**src/rtl/instruction_fetch.sv**
```systemverilog
// rtl/instruction_fetch.sv - IF stage: PC, sync imem interface, stall hold, redirect squash.
// Optional perf counters (fetch_count, stall_count) enabled by defining FETCH_PERF_CNT_EN.
module instruction_fetch #(
  parameter int                ADDR_W   = 64,
  parameter logic [ADDR_W-1:0] RESET_PC = '0
) (
  input  logic              clk,
  input  logic              reset,
  output logic [ADDR_W-1:0] imem_addr,
  input  logic [31:0]       imem_data,
  input  logic              stall,
  input  logic              redirect,
  input  logic [ADDR_W-1:0] redirect_target,
  output logic [31:0]       instr_out,
  output logic [ADDR_W-1:0] pc_out,
  output logic              instr_valid,
  output logic              flush
`ifdef FETCH_PERF_CNT_EN
  ,
  output logic [31:0]       fetch_count,
  output logic [31:0]       stall_count
`endif
);

  typedef enum logic [1:0] {
    BOOT  = 2'd0,
    RUN   = 2'd1,
    STALL = 2'd2
  } state_t;

  localparam logic [ADDR_W-1:0] PC_STEP    = ADDR_W'(4);
  localparam logic [ADDR_W-1:0] ALIGN_MASK = ~ADDR_W'(3);

  state_t            state;
  logic [ADDR_W-1:0] pc_reg;
  logic [ADDR_W-1:0] resp_pc;
  logic [31:0]       hold_instr;

  logic [ADDR_W-1:0] target_aligned;
  logic [ADDR_W-1:0] pc_next_seq;

  assign target_aligned = redirect_target & ALIGN_MASK;
  assign pc_next_seq    = pc_reg + PC_STEP;

  // Redirect overrides every state so the wrong-path word never reaches IF/ID.
  always_comb begin
    imem_addr   = pc_reg;
    instr_out   = '0;
    pc_out      = '0;
    instr_valid = 1'b0;
    flush       = 1'b0;
    if (redirect) begin
      imem_addr = target_aligned;
      flush     = 1'b1;
    end else begin
      case (state)
        RUN: begin
          instr_out   = imem_data;
          pc_out      = resp_pc;
          instr_valid = 1'b1;
        end
        STALL: begin
          instr_out   = hold_instr;
          pc_out      = resp_pc;
          instr_valid = 1'b1;
        end
        default: begin
        end
      endcase
    end
  end

  always_ff @(posedge clk) begin
    if (!reset) begin
      state      <= BOOT;
      pc_reg     <= RESET_PC;
      resp_pc    <= '0;
      hold_instr <= '0;
    end else if (redirect) begin
      pc_reg     <= target_aligned + PC_STEP;
      resp_pc    <= target_aligned;
      hold_instr <= '0;
      state      <= RUN;
    end else begin
      case (state)
        BOOT: begin
          pc_reg  <= pc_next_seq;
          resp_pc <= pc_reg;
          state   <= RUN;
        end
        RUN: begin
          // Memory keeps re-reading pc_reg while stalled; the displayed word is latched here.
          if (stall) begin
            hold_instr <= imem_data;
            state      <= STALL;
          end else begin
            pc_reg  <= pc_next_seq;
            resp_pc <= pc_reg;
          end
        end
        STALL: begin
          if (!stall) begin
            pc_reg  <= pc_next_seq;
            resp_pc <= pc_reg;
            state   <= RUN;
          end
        end
        default: state <= BOOT;
      endcase
    end
  end

`ifdef FETCH_PERF_CNT_EN
  always_ff @(posedge clk) begin
    if (!reset) begin
      fetch_count <= '0;
      stall_count <= '0;
    end else begin
      if (instr_valid && !stall) fetch_count <= fetch_count + 32'd1;
      if (stall && (state != BOOT)) stall_count <= stall_count + 32'd1;
    end
  end
`endif

endmodule

```
**config.mk**
```make
export PLATFORM = sky130hd
export DESIGN_NAME = instruction_fetch
export DESIGN_NICKNAME = d
export VERILOG_FILES = /design/src/rtl/instruction_fetch.sv
export SDC_FILE = /design/constraint.sdc
export NUM_CORES = 1
export LEC_CHECK = 0
export BUFFER_PORTS_ARGS = -buffer_cell sky130_fd_sc_hd__buf_4
export CAP_MARGIN = 30
export CORE_MARGIN = 5
export CORE_UTILIZATION = 40
export CTS_CLUSTER_DIAMETER = 150
export DETAILED_ROUTE_END_ITERATION = 8
export GPL_TIMING_DRIVEN = 0
export SYNTH_ARGS = -nofsm -noshare
export SYNTH_HDL_FRONTEND = slang
export SYNTH_SLANG_ARGS = --single-unit
export TNS_END_PERCENT = 10
```
**constraint.sdc**
```tcl
create_clock -name clk -period 4.89 [get_ports clk]
set_clock_uncertainty 0.05 [all_clocks]
set_input_delay 0.2445 -clock clk [delete_from_list [all_inputs] [get_ports clk]]
set_output_delay 0.2445 -clock clk [all_outputs]
set_load 0.05 [all_outputs]
```
Word level (Yosys, flattened, before mapping)

Index checks and enable logic that the tools add are counted.

$add $sub $neg: 2
Eq/ne operators: 8
Mux-type cells: 18
Bitwise logic cells: 1
Reductions and logical operators: 10

Operator list:

| operator                                                                | number |
|---|---|
| 64-bit 2-to-1 mux                                                       | 7 |
| 64-bit one-hot mux with 2 select lines                                  | 2 |
| 64-bit by 3-bit adder with 64-bit output, second input constant         | 2 |
| 32-bit one-hot mux with 2 select lines                                  | 1 |
| 32-bit 2-to-1 mux                                                       | 1 |
| 2-bit AND reduction                                                     | 5 |
| 2-bit inequality test, second input constant                            | 3 |
| 3-bit inequality test, second input constant                            | 2 |
| 2-bit one-hot mux with 3 select lines                                   | 1 |
| 1-bit 2-to-1 mux                                                        | 4 |
| 2-bit 2-to-1 mux                                                        | 2 |
| 2-bit OR reduction                                                      | 2 |
| 3-bit by 2-bit inequality test with 1-bit output, second input constant | 1 |
| 3-bit nonzero test                                                      | 1 |
| 2-bit by 1-bit equality test with 1-bit output, second input constant   | 1 |
| 2-bit equality test, second input constant                              | 1 |
| 2-bit zero test                                                         | 1 |
| 2-bit nonzero test                                                      | 1 |
| 1-bit inverter                                                          | 1 |

Bits in registers: 162
Input bits: 100
Output and inout port bits: 162
Word-level logic and storage cells: 45

Logic depth before layout (Yosys ltp)

Gate-level depths: netlist (run 1).

Word-level depth: 4
Gate-level depth with buffers: 16
Gate-level depth less buffers: 8

Worst setup path after synthesis (run 1)

Ideal clock, no wire load.

Path type: input to register
Start: input port redirect
End: register pc_reg[48]
Setup time: 63 ps
Arrival: 4423 ps
Data required time: 4777 ps
Slack: 354 ps
Cell stages on the path: 16
Path buffers: 8
Cells stage by stage: buf_6 > buf_6 > clkbuf_1 > clkbuf_1 > buf_2 > buf_1 > clkbuf_1 > mux2_2 > ha_1 > nand4_1 > o22ai_1 > nand2_1 > or4_1 > clkbuf_1 > or4_1 > nand3_1

Longest elaborated chain between the ends: 2
Elaborated cells on any way between the ends: 4
Those cells by class: eq/ne (1); mux (1); reduce/logical (2)

RTL lines:

| what                                                                                             | RTL line | text |
|---|---|---|
| from (decl)                                                                                      | 12       | `input logic redirect,` |
| 3-bit by 2-bit inequality test with 1-bit output (no line) or 3-bit nonzero test (tied branches) | --       |  |
| 2-bit AND reduction (no line)                                                                    | --       |  |
| to (signal assigned)                                                                             | 80       | `pc_reg <= target_aligned + PC_STEP;` |
| to (signal assigned)                                                                             | 87       | `pc_reg <= pc_next_seq;` |
| to (signal assigned)                                                                             | 97       | `pc_reg <= pc_next_seq;` |
| to (decl)                                                                                        | 35       | `logic [ADDR_W-1:0] pc_reg;` |

Several ways; a longest one is shown, not always the timed one.
A chain may end at the register's enable or synchronous reset.

Final worst setup path (run 1)

Start: input port redirect
End: register pc_reg[52]

The elaborated chain is that of the path after synthesis.

==> impl_results.md, run 1 <==
- Max Slew Vio Count: 0
- Seq/Total Area, Yosys: between 30% and 40%
- H-tree levels: 4
- Multi-input logic area: around 0.0054 mm^2
- Number of diodes: 0
- Most used DFF post-synth: dfxtp_1
- Post-DP HPWL: 27600 um
- Number of max-cap violations: 0
- First-pass GRT wire length: ~56000 um
- Worst min path class: input port to flop
- Drt initial violations: approximately 960
- Relative slew margins: around 18%
- Worst EP required: just over 5 ns
- Clock Pin Slew Worst Setup and Hold Paths: ~0.070 ns
- Boundary pin count: between 200 and 300
- Cell area after layout: 0.0120 mm^2
- Crit path capture type: flop
- Starting Density: between 40 and 50%
- Max Fclk: around 220 MHz
- # clock sinks: around 160
- Number of port buffers: 253
- Layout area overhead: 33.0%
- Largest net degree at the start of global routing: 20
- DP Area: ~0.011 mm^2
- Clk Latency, worst-skew pair: 0.44 ns
- Post-CTS setup buffer count: 0
- Vert. Die Dim: ~160 um
- Mapped Cells: ~1200
- Distinct cell type count after synthesis: 63
- DR vias: 9981
- Non-filler instance count after layout: roughly 1800
- Final Hold Violating Endpoints: 0
- Lkg Pwr: roughly 5 nW
- Final setup viols: 0
- DRT Wirelength: between 30000 and 40000 um
- Synth Warn #: 0
- Status: complete, no violations
- Arr. time, crit path: a little under 5 ns
- VDD IR-drop max: roughly 0.00023 V
- Sequential cell area: between 0.003 and 0.004 mm^2
- Synth Area per Inst: 7.64 um^2
- Post-Syn Area: approximately 0.0090 mm^2
- Final worst-path cycle share: 95.0%
- Via density: about 5.7
- Slew @ Worst Pin: roughly 1.2 ns
- Total congestion overflow: 0
- Cells after DPL: between 1500 and 2000
- Pwr Density: between 300 and 400 mW/mm^2
- DR pass1 iterations: 6
- Vias in the first global route: 9603
- Clk root buf: clkbuf_16
- CTS max path bufs: 2
- Fillers: between 2000 and 2500
- Number of enable flip-flop cells after synthesis: 0
- Worst setup SP type: input port
- Kind of critical path: input port to flop
- CTS buffer count: 17
- Register bit total from synthesis: 158
- Fin Setup TNS: 0 ns
- RD Place Congestion: 0.969
- Final ANT Viol Nets: 0
- Row cnt: 54
- Core Box Area: between 0.02 and 0.025 mm^2
- CTS tree: built
- RSZ-0062 raised after global routing: no
- Drt drc: 0
- Antenna violations before repair: 0
- Chip width: 160 um
- Fin crit period: around 4.6 ns
- Min Hold Slack: 0.0120 ns
- Die ar.: roughly 0.026 mm^2
- # nets final: 1566
- CP Max Fanout: 19
- Ys async rst share: 0%
- Layout cells sized above 1: 24.2%
- Avg WL per Cell: about 21 um
- Global Route Usage Sum: a little over a quarter
area by class of cell:
| cell class | count | area share (%) |
|---|---|---|
| Multi-Input combinational cell | 906 | 44.9 |
| Sequential cell | 158 | 26.4 |
| Timing Repair Buffer | 262 | 16.6 |
| Clock buffer | 19 | 3.70 |
| Buffer | 88 | 3.19 |
| Tap cell | 280 | 2.93 |
| Clock inverter | 12 | 1.34 |
| Inverter | 27 | 0.847 |
layout by cell type, fill, tap and decap left out, types with 5 or more instances in the layout:
cell type and instances:
o21ai_1 8, nand2_1 159, xor2_1 5, nand3b_1 20, o31ai_1 7, a21oi_1 56
a222oi_1 5, inv_1 26, a22oi_1 39, mux2_2 41, buf_2 6, buf_4 258
ha_1 6, o21ai_0 29, clkbuf_1 69, dfxtp_1 158, nor4_1 7, nand2b_1 5
a31o_2 9, nor2_1 153, nand4b_1 8, nor3_1 48, and3_1 9, nand3_1 56
nand4_1 36, and2_1 68, a32o_1 11, dlygate4sd3_1 9, clkbuf_16 17, mux2i_1 20
a211oi_1 26, xnor2_1 29
cell families after synthesis:
family	count (synthesis)	share of synthesized area, %
buffers and inverters	117	5.41
adders and majority gates	6	0.834
xor gates and xnor gates	34	3.31
muxes	61	7.36
AOI/OAI and AO/OA	215	16.2
other	1	0.0417
DFF	158	35.2
and+or+nand+nor	586	31.7
power by group:
part	switching, mW	internal [mW]	total, mW
sequential	0.0720	1.40	1.47
combinational	0.752	0.355	1.11
clock	0.602	0.820	1.42
total	1.43	2.57	4.00
final timing paths:
check             cells after the start  slack [ns]              to     startpoint
setup / recovery                     15        0.25      pc_reg[52]       redirect
setup reg to reg                      7        1.48      pc_reg[49]      pc_reg[2]
hold reg to reg                       2        0.41   hold_instr[5]  hold_instr[5]
hold / removal                        3        0.01  hold_instr[16]  imem_data[16]
metrics by stage:
stage | utilization (%) | total power, mW | setup slack (ns)
after floorplan | - | 2.19 | 0.354
after global routing | 54.5 | 4.14 | 0.0483
after CTS | 54.5 | 4.00 | 0.385
final | 54.5 | 4.00 | 0.246
after detailed placement | 51.3 | 2.59 | -1.54
after global placement | 51.3 | 2.58 | -1.49
critical path, stage by stage:
cell	delay, ns
buf_6	0.14
buf_6	0.22
clkbuf_2	0.31
buf_2	0.36
buf_2	0.40
clkbuf_2	0.44
mux2_2	0.28
ha_1	0.25
nand4_1	0.12
o22ai_1	0.48
nand3_1	0.38
nor4_4	0.46
clkbuf_1	0.41
nand4_1	0.15
a32o_1	0.27
what timing repair did:
| action | CTS | global route |
|---|---|---|
| endpoints found under the setup margin | 25 | 0 |
| hold buffers | 9 | 0 |
| gates resized for setup | 5 | 0 |
| endpoints found under the hold margin | 9 | 0 |
synth_stat cells, drive strengths merged, types with 2 or more instances:
| cell | count | area [um^2] |
|---|---|---|
| a211oi | 26 | 195 |
| a21o | 2 | 15.0 |
| a21oi | 56 | 280 |
| a222oi | 5 | 50.1 |
| a22oi | 39 | 293 |
| a31o | 11 | 96.4 |
| a32o | 11 | 110 |
| and2 | 69 | 432 |
| and3 | 9 | 56.3 |
| buf | 19 | 119 |
| clkbuf | 71 | 267 |
| dfxtp | 158 | 3160 |
| ha | 6 | 75.1 |
| inv | 26 | 97.6 |
| mux2 | 41 | 462 |
| mux2i | 20 | 200 |
| nand2 | 159 | 597 |
| nand2b | 5 | 31.3 |
| nand3 | 56 | 280 |
| nand3b | 20 | 150 |
| nand4 | 37 | 238 |
| nand4b | 9 | 93.8 |
| nor2 | 153 | 574 |
| nor3 | 48 | 240 |
| nor4 | 11 | 87.6 |
| o2111ai | 2 | 17.5 |
| o211ai | 2 | 15.0 |
| o21ai | 37 | 185 |
| o311ai | 4 | 35.0 |
| o31a | 2 | 17.5 |
| o31ai | 7 | 52.6 |
| or2 | 2 | 12.5 |
| or4 | 4 | 30.0 |
| xnor2 | 29 | 254 |
| xor2 | 5 | 43.8 |
layer usage:
metal  GRT usage [%]  share of wire, %
met3            6.19               7.3
met1            36.1                44
met5               0                 0
met2            43.5                45
met4            10.8               3.4
Power figures use the tool's default switching activity.
==> inputs of run 2 (changes only) <==
--- a/config.mk
+++ b/config.mk
@@ -12,6 +12,8 @@
 export CTS_CLUSTER_DIAMETER = 150
 export DETAILED_ROUTE_END_ITERATION = 8
 export GPL_TIMING_DRIVEN = 0
+export PLACE_DENSITY = 0.62
+export REMOVE_ABC_BUFFERS = 1
 export SYNTH_ARGS = -nofsm -noshare
 export SYNTH_HDL_FRONTEND = slang
 export SYNTH_SLANG_ARGS = --single-unit
==> run 2 against run 1 <==
Utilization fell by 0.27 points. Worst setup slack better by 0.28 ns. Sequential share of layout area increased by 0.13 points. Critical path depth decreased by 7. Final cell count decreased by 4.1%. Largest power group unchanged.
==> impl_results.md, run 2 (same netlist as run 1, synthesis figures left out) <==
- Status: complete, no violations
- Clk Latency, worst-skew pair: about 0.43 ns
- Drt drc: 0
- Final Hold Violating Endpoints: 0
- Clock Pin Slew Worst Setup and Hold Paths: 0.07 ns
- Hold path start: imem_data[1]
- Number of diodes: 0
- Number of port buffers: 255
- Most common cell after layout, fill and taps aside: buf_4
- H-tree levels: 4
- Proportion of power drawn by the clock network: about a third
- Global Route Usage Sum: between 20% and 30%
- DRT Wirelength: 30100 um
- Number of max-cap violations: 0
- Clk root buf: clkbuf_16
- Vert. Die Dim: around 160 um
- Total congestion overflow: 0
- Worst setup SP type: input port
- Pre-CTS setup slack: between 0.2 and 0.25 ns
- Worst r2r src: pc_reg[3]
- Part of the power in registers: about 37%
- Final worst-path cycle share: between 80 and 90%
- Worst EP required: ~5.2 ns
- First-pass GRT wire length: 48100 um
- Comb pwr share: a little over a quarter
- Boundary pin count: between 200 and 300
- Critical path launch point: redirect
- Sw Ratio: between 30% and 40%
- Final setup viols: 0
- Via density: roughly 5.4
- Vias in the first global route: about 8800
- Switching power: between 1 and 1.5 mW
- Arr. time, crit path: around 4.6 ns
- Die ar.: roughly 0.026 mm^2
- Crit path capture type: flop
- Max Fclk: roughly 230 MHz
- Core Box Area: around 0.022 mm^2
- Min Hold Slack: roughly 0.025 ns
- CP Max Fanout: just under 100
- Row cnt: between 50 and 60
- CTS buffer count: 17
- CTS max path bufs: 2
- Slew @ Worst Pin: 1.25 ns
- DR vias: approximately 9100
- DR pass1 iterations: 5
- Post-DP HPWL: between 20000 and 25000 um
- RSZ-0062 raised after global routing: no
- Starting Density: 41.0%
- P_int: between 2 and 3 mW
- Relative slew margins: roughly 17%
- # clock sinks: about 160
- Setup WS post-layout: approximately 0.52 ns
- Final core occ: 54.2%
- Lkg Pwr: slightly below 5 nW
- Layout area overhead: 32.3%
- Most frequent cells in the layout: buf_4 (263), nand2_1 (159), dfxtp_1 (158), nor2_1 (151), and2_1 (68)
- VDD IR-drop max: 0.000208 V
- Pwr Density: around 330 mW/mm^2
- Post-cts sizing count: 0
- Largest net degree at the start of global routing: 100
- Cts hold-fix bufs: 0
- Final ANT Viol Nets: 0
- Layout cells sized above 1: 26.3%
- Chip width: 160 um
- RD Place Congestion: about 0.83
- Max Slew Vio Count: 0
- CTS tree: built
- Post-CTS setup buffer count: 0
- Drt initial violations: 728
- Avg WL per Cell: 17.9 um
- Kind of critical path: input port to flop
- # nets final: roughly 1500
- Antenna violations before repair: 0
- Worst min path class: input port to flop
- Fin crit period: approximately 4.4 ns
==> run 2: cell count changes in the layout (fill, tap and decap cells not counted), moves of 2 or more <==
cell,before,now
clkinvlp_4,1,4
buf_16,0,9
clkinv_4,3,1
clkbuf_1,69,1
buf_2,6,0
buf_12,0,2
buf_4,258,263
nor2_1,153,151
nor2_4,0,2
dlygate4sd3_1,9,0
buf_1,4,0
clkbuf_2,2,0
==> run 2: layout make-up <==
cell class,instances,area (um^2)
clock buffer,19,443
clock inverter,12,160
fill,2191,10100
inverter,27,103
multi-input combinational,906,5380
sequential,158,3160
tap,280,350
timing repair buffer,278,2310
==> run 2: power groups by stage <==
stage | registers (mW) | clock network [mW] | logic (mW)
finish | 1.47 | 1.39 | 1.08
global route | 1.48 | 1.47 | 1.16
CTS | 1.47 | 1.42 | 1.08
detailed placement | 1.49 | 0 | 1.08
global placement | 1.49 | 0 | 1.05
floorplan | 1.47 | 0 | 0.697
==> run 2: final timing paths <==
check,to,slack [ns],cells past startpoint
worst max register to register,pc_reg[55],1.01,6
worst min register to register,pc_reg[19],0.40,2
worst min-delay path,hold_instr[1],0.02,3
worst max-delay path,pc_reg[55],0.52,8
==> run 2: worst max-delay path: stages <==
cell and delay, ns:
buf_4 0.45, buf_16 0.37, nand4_1 0.25, a222oi_1 1.12
nand4_2 0.71, nor4_2 0.92, nand4_1 0.18, a32o_1 0.29
==> run 2: metal layers <==
layer / vias to the layer above / routed length, um / GRT usage (%) / share of wire, %
li1: 4564 / - / - / -
met2: 237 / 14400 / 39.0 / 48
met3: 22 / 1520 / 4.87 / 5.0
met5: - / 0 / 0 / 0
met4: 0 / 336 / 5.32 / 1.1
met1: 4311 / 13800 / 29.6 / 46
==> run 2: metrics by stage <==
step / setup TNS (ns) / area, um^2 / cells / power, mW
3_5_place_dp: 0 / 11300 / 1649 / 2.57
6_report: 0 / 11900 / 1680 / 3.93
4_1_cts: 0 / 11900 / 1680 / 3.97
5_1_grt: 0 / 11900 / 1680 / 4.11
3_3_place_gp: -450.86 / 10900 / 1626 / 2.54
2_1_floorplan: -77.16 / 8620 / 1091 / 2.17
==> inputs of run 3 (changes only) <==
--- a/config.mk
+++ b/config.mk
@@ -13,6 +13,7 @@
 export DETAILED_ROUTE_END_ITERATION = 8
 export GPL_TIMING_DRIVEN = 0
 export PLACE_DENSITY = 0.62
+export RECOVER_POWER = 100
 export REMOVE_ABC_BUFFERS = 1
 export SYNTH_ARGS = -nofsm -noshare
 export SYNTH_HDL_FRONTEND = slang
==> run 3 against run 2 <==
Design area fell by 4.3%. Final cell count did not move. Hold slack improved by 0.0020 ns. Critical path depth rose by 1. Via count fell by 0.26%. Combinational power fell by 7%. Count of clock-buffer cells in the layout did not move. Worst setup slack got worse by 0.027 ns. Sequential share of layout area rose by 1.2 points. Fmax fell by 0.62%. Critical path type unchanged. Largest cell class unchanged. Largest power group unchanged.
==> impl_results.md, run 3 (same netlist as run 1, synthesis figures left out) <==
- Status: complete, no violations
- M3 GR Usage: 4.87%
- Number of max-cap violations: 0
- Avg WL per Cell: 18.0 um
- Worst min path class: input port to flop
- RSZ-0062 raised after global routing: no
- CP Max Fanout: just under 100
- Met1 Use GR: 29.6%
- Clk root buf: clkbuf_16
- DR pass1 iterations: 7
- Clock Pin Slew Worst Setup and Hold Paths: about 0.070 ns
- Final core occ: about 52%
- CTS tree: built
- Post-cts sizing count: 0
- VDD IR-drop max: ~0.00020 V
- H-tree levels: 4
- Tot Pwr: ~3.9 mW
- Lkg Pwr: about 4.5 nW
- Pwr Density: between 300 and 400 mW/mm^2
- Layout area overhead: 26.6%
- Final ANT Viol Nets: 0
- Max Fclk: roughly 230 MHz
- Global Route Usage Sum: a little under a quarter
- Kind of critical path: input port to flop
- Final worst-path cycle share: between 80 and 90%
- Slew @ Worst Pin: about 1.4 ns
- Worst setup SP type: input port
- DRT Wirelength: 30200 um
- Largest net degree at the start of global routing: 100
- Core Box Area: ~0.022 mm^2
- Fin crit period: around 4.4 ns
- Fillers: 2260
- Number of port buffers: 255
- Arr. time, crit path: 4.66 ns
- RD Place Congestion: about 0.83
- Min Hold Slack: approximately 0.027 ns
- Number of diodes: 0
- Most crowded layer after global routing: met2
- Met2 usage: 39.0%
- Crit path capture type: flop
- Via density: around 5.4
- Worst EP required: roughly 5.2 ns
- Die ar.: approximately 0.026 mm^2
- Drt drc: 0
- Row cnt: 54
- Fin Setup TNS: 0 ns
- Final setup viols: 0
- DR vias: a little over 9000
- First-pass GRT wire length: about 48000 um
- Drt initial violations: 812
- Boundary pin count: roughly 260
- Relative slew margins: between 6 and 7%
- CTS buffer count: 17
- Vert. Die Dim: about 160 um
- Chip width: ~160 um
- Post-DP HPWL: ~22000 um
- CTS max path bufs: 2
- Starting Density: between 40% and 50%
- # nets final: approximately 1500
- Final Hold Violating Endpoints: 0
- Clk Latency, worst-skew pair: about 0.42 ns
- Total congestion overflow: 0
- Most frequent cells in the layout: buf_4 (167), nand2_1 (159), dfxtp_1 (158), nor2_1 (152), clkbuf_1 (99)
- Post-CTS setup buffer count: 0
- Vias in the first global route: approximately 8800
- Antenna violations before repair: 0
- Max Slew Vio Count: 0
- Cts hold-fix bufs: 0
- Layout cells sized above 1: approximately 16%
- # clock sinks: approximately 160
- Most common cell after layout, fill and taps aside: buf_4
run 3: changes by cell type in the layout (fill, tap and decap cells not counted), sizes merged:
| cell | delta |
|---|---|
| buf | -105 |
| clkbuf | +105 |
run 3: layout make-up:
type	count	area, um^2	area share [%]
well taps	280	350	3.07
flip-flops and latches	158	3160	27.8
multi-input cells	906	5370	47.1
clock buffers	19	443	3.89
inverters	27	103	0.901
clock inverters	12	160	1.41
repair buffers	278	1810	15.9
run 3: power breakdown:
group / switching (mW) / leakage [nW] / internal [mW] / total [mW]
sequential: 0.0697 / 1.30 / 1.40 / 1.47
combinational: 0.692 / 2.88 / 0.309 / 1.00
clock: 0.566 / 0.282 / 0.819 / 1.39
run 3: final timing paths:
kind | start | endpoint | slack [ns] | cells after the start
worst max-delay path | redirect | pc_reg[49] | 0.50 | 9
worst min-delay path | imem_data[1] | hold_instr[1] | 0.03 | 3
worst max register to register | state[0] | pc_reg[48] | 0.79 | 9
worst min register to register | pc_reg[63] | pc_reg[63] | 0.40 | 2
run 3: through the flow:
stage                     area, um^2  instances  worst slack (ns)
after detailed placement       11300       1649             0.219
final                          11400       1680             0.497
after global routing           11400       1680             0.162
after global placement         10900       1626             -6.32
after CTS                      11900       1680             0.665
after floorplan                 8620       1091             -2.16
run 3: metal layers:
metal | wire length, um | vias up
li1 | - | 4562
met1 | 13800 | 4302
met2 | 14500 | 228
met3 | 1580 | 18
met4 | 297 | 0
met5 | 0 | -
run 3: worst max-delay path, cell delays in order:
cell and delay, ns:
buf_4 0.44, buf_16 0.38, nand4_1 0.24, a222oi_1 1.10, nand4_2 0.70, nor4_2 0.73, clkbuf_1 0.33, nand4_1 0.14
a32o_1 0.26
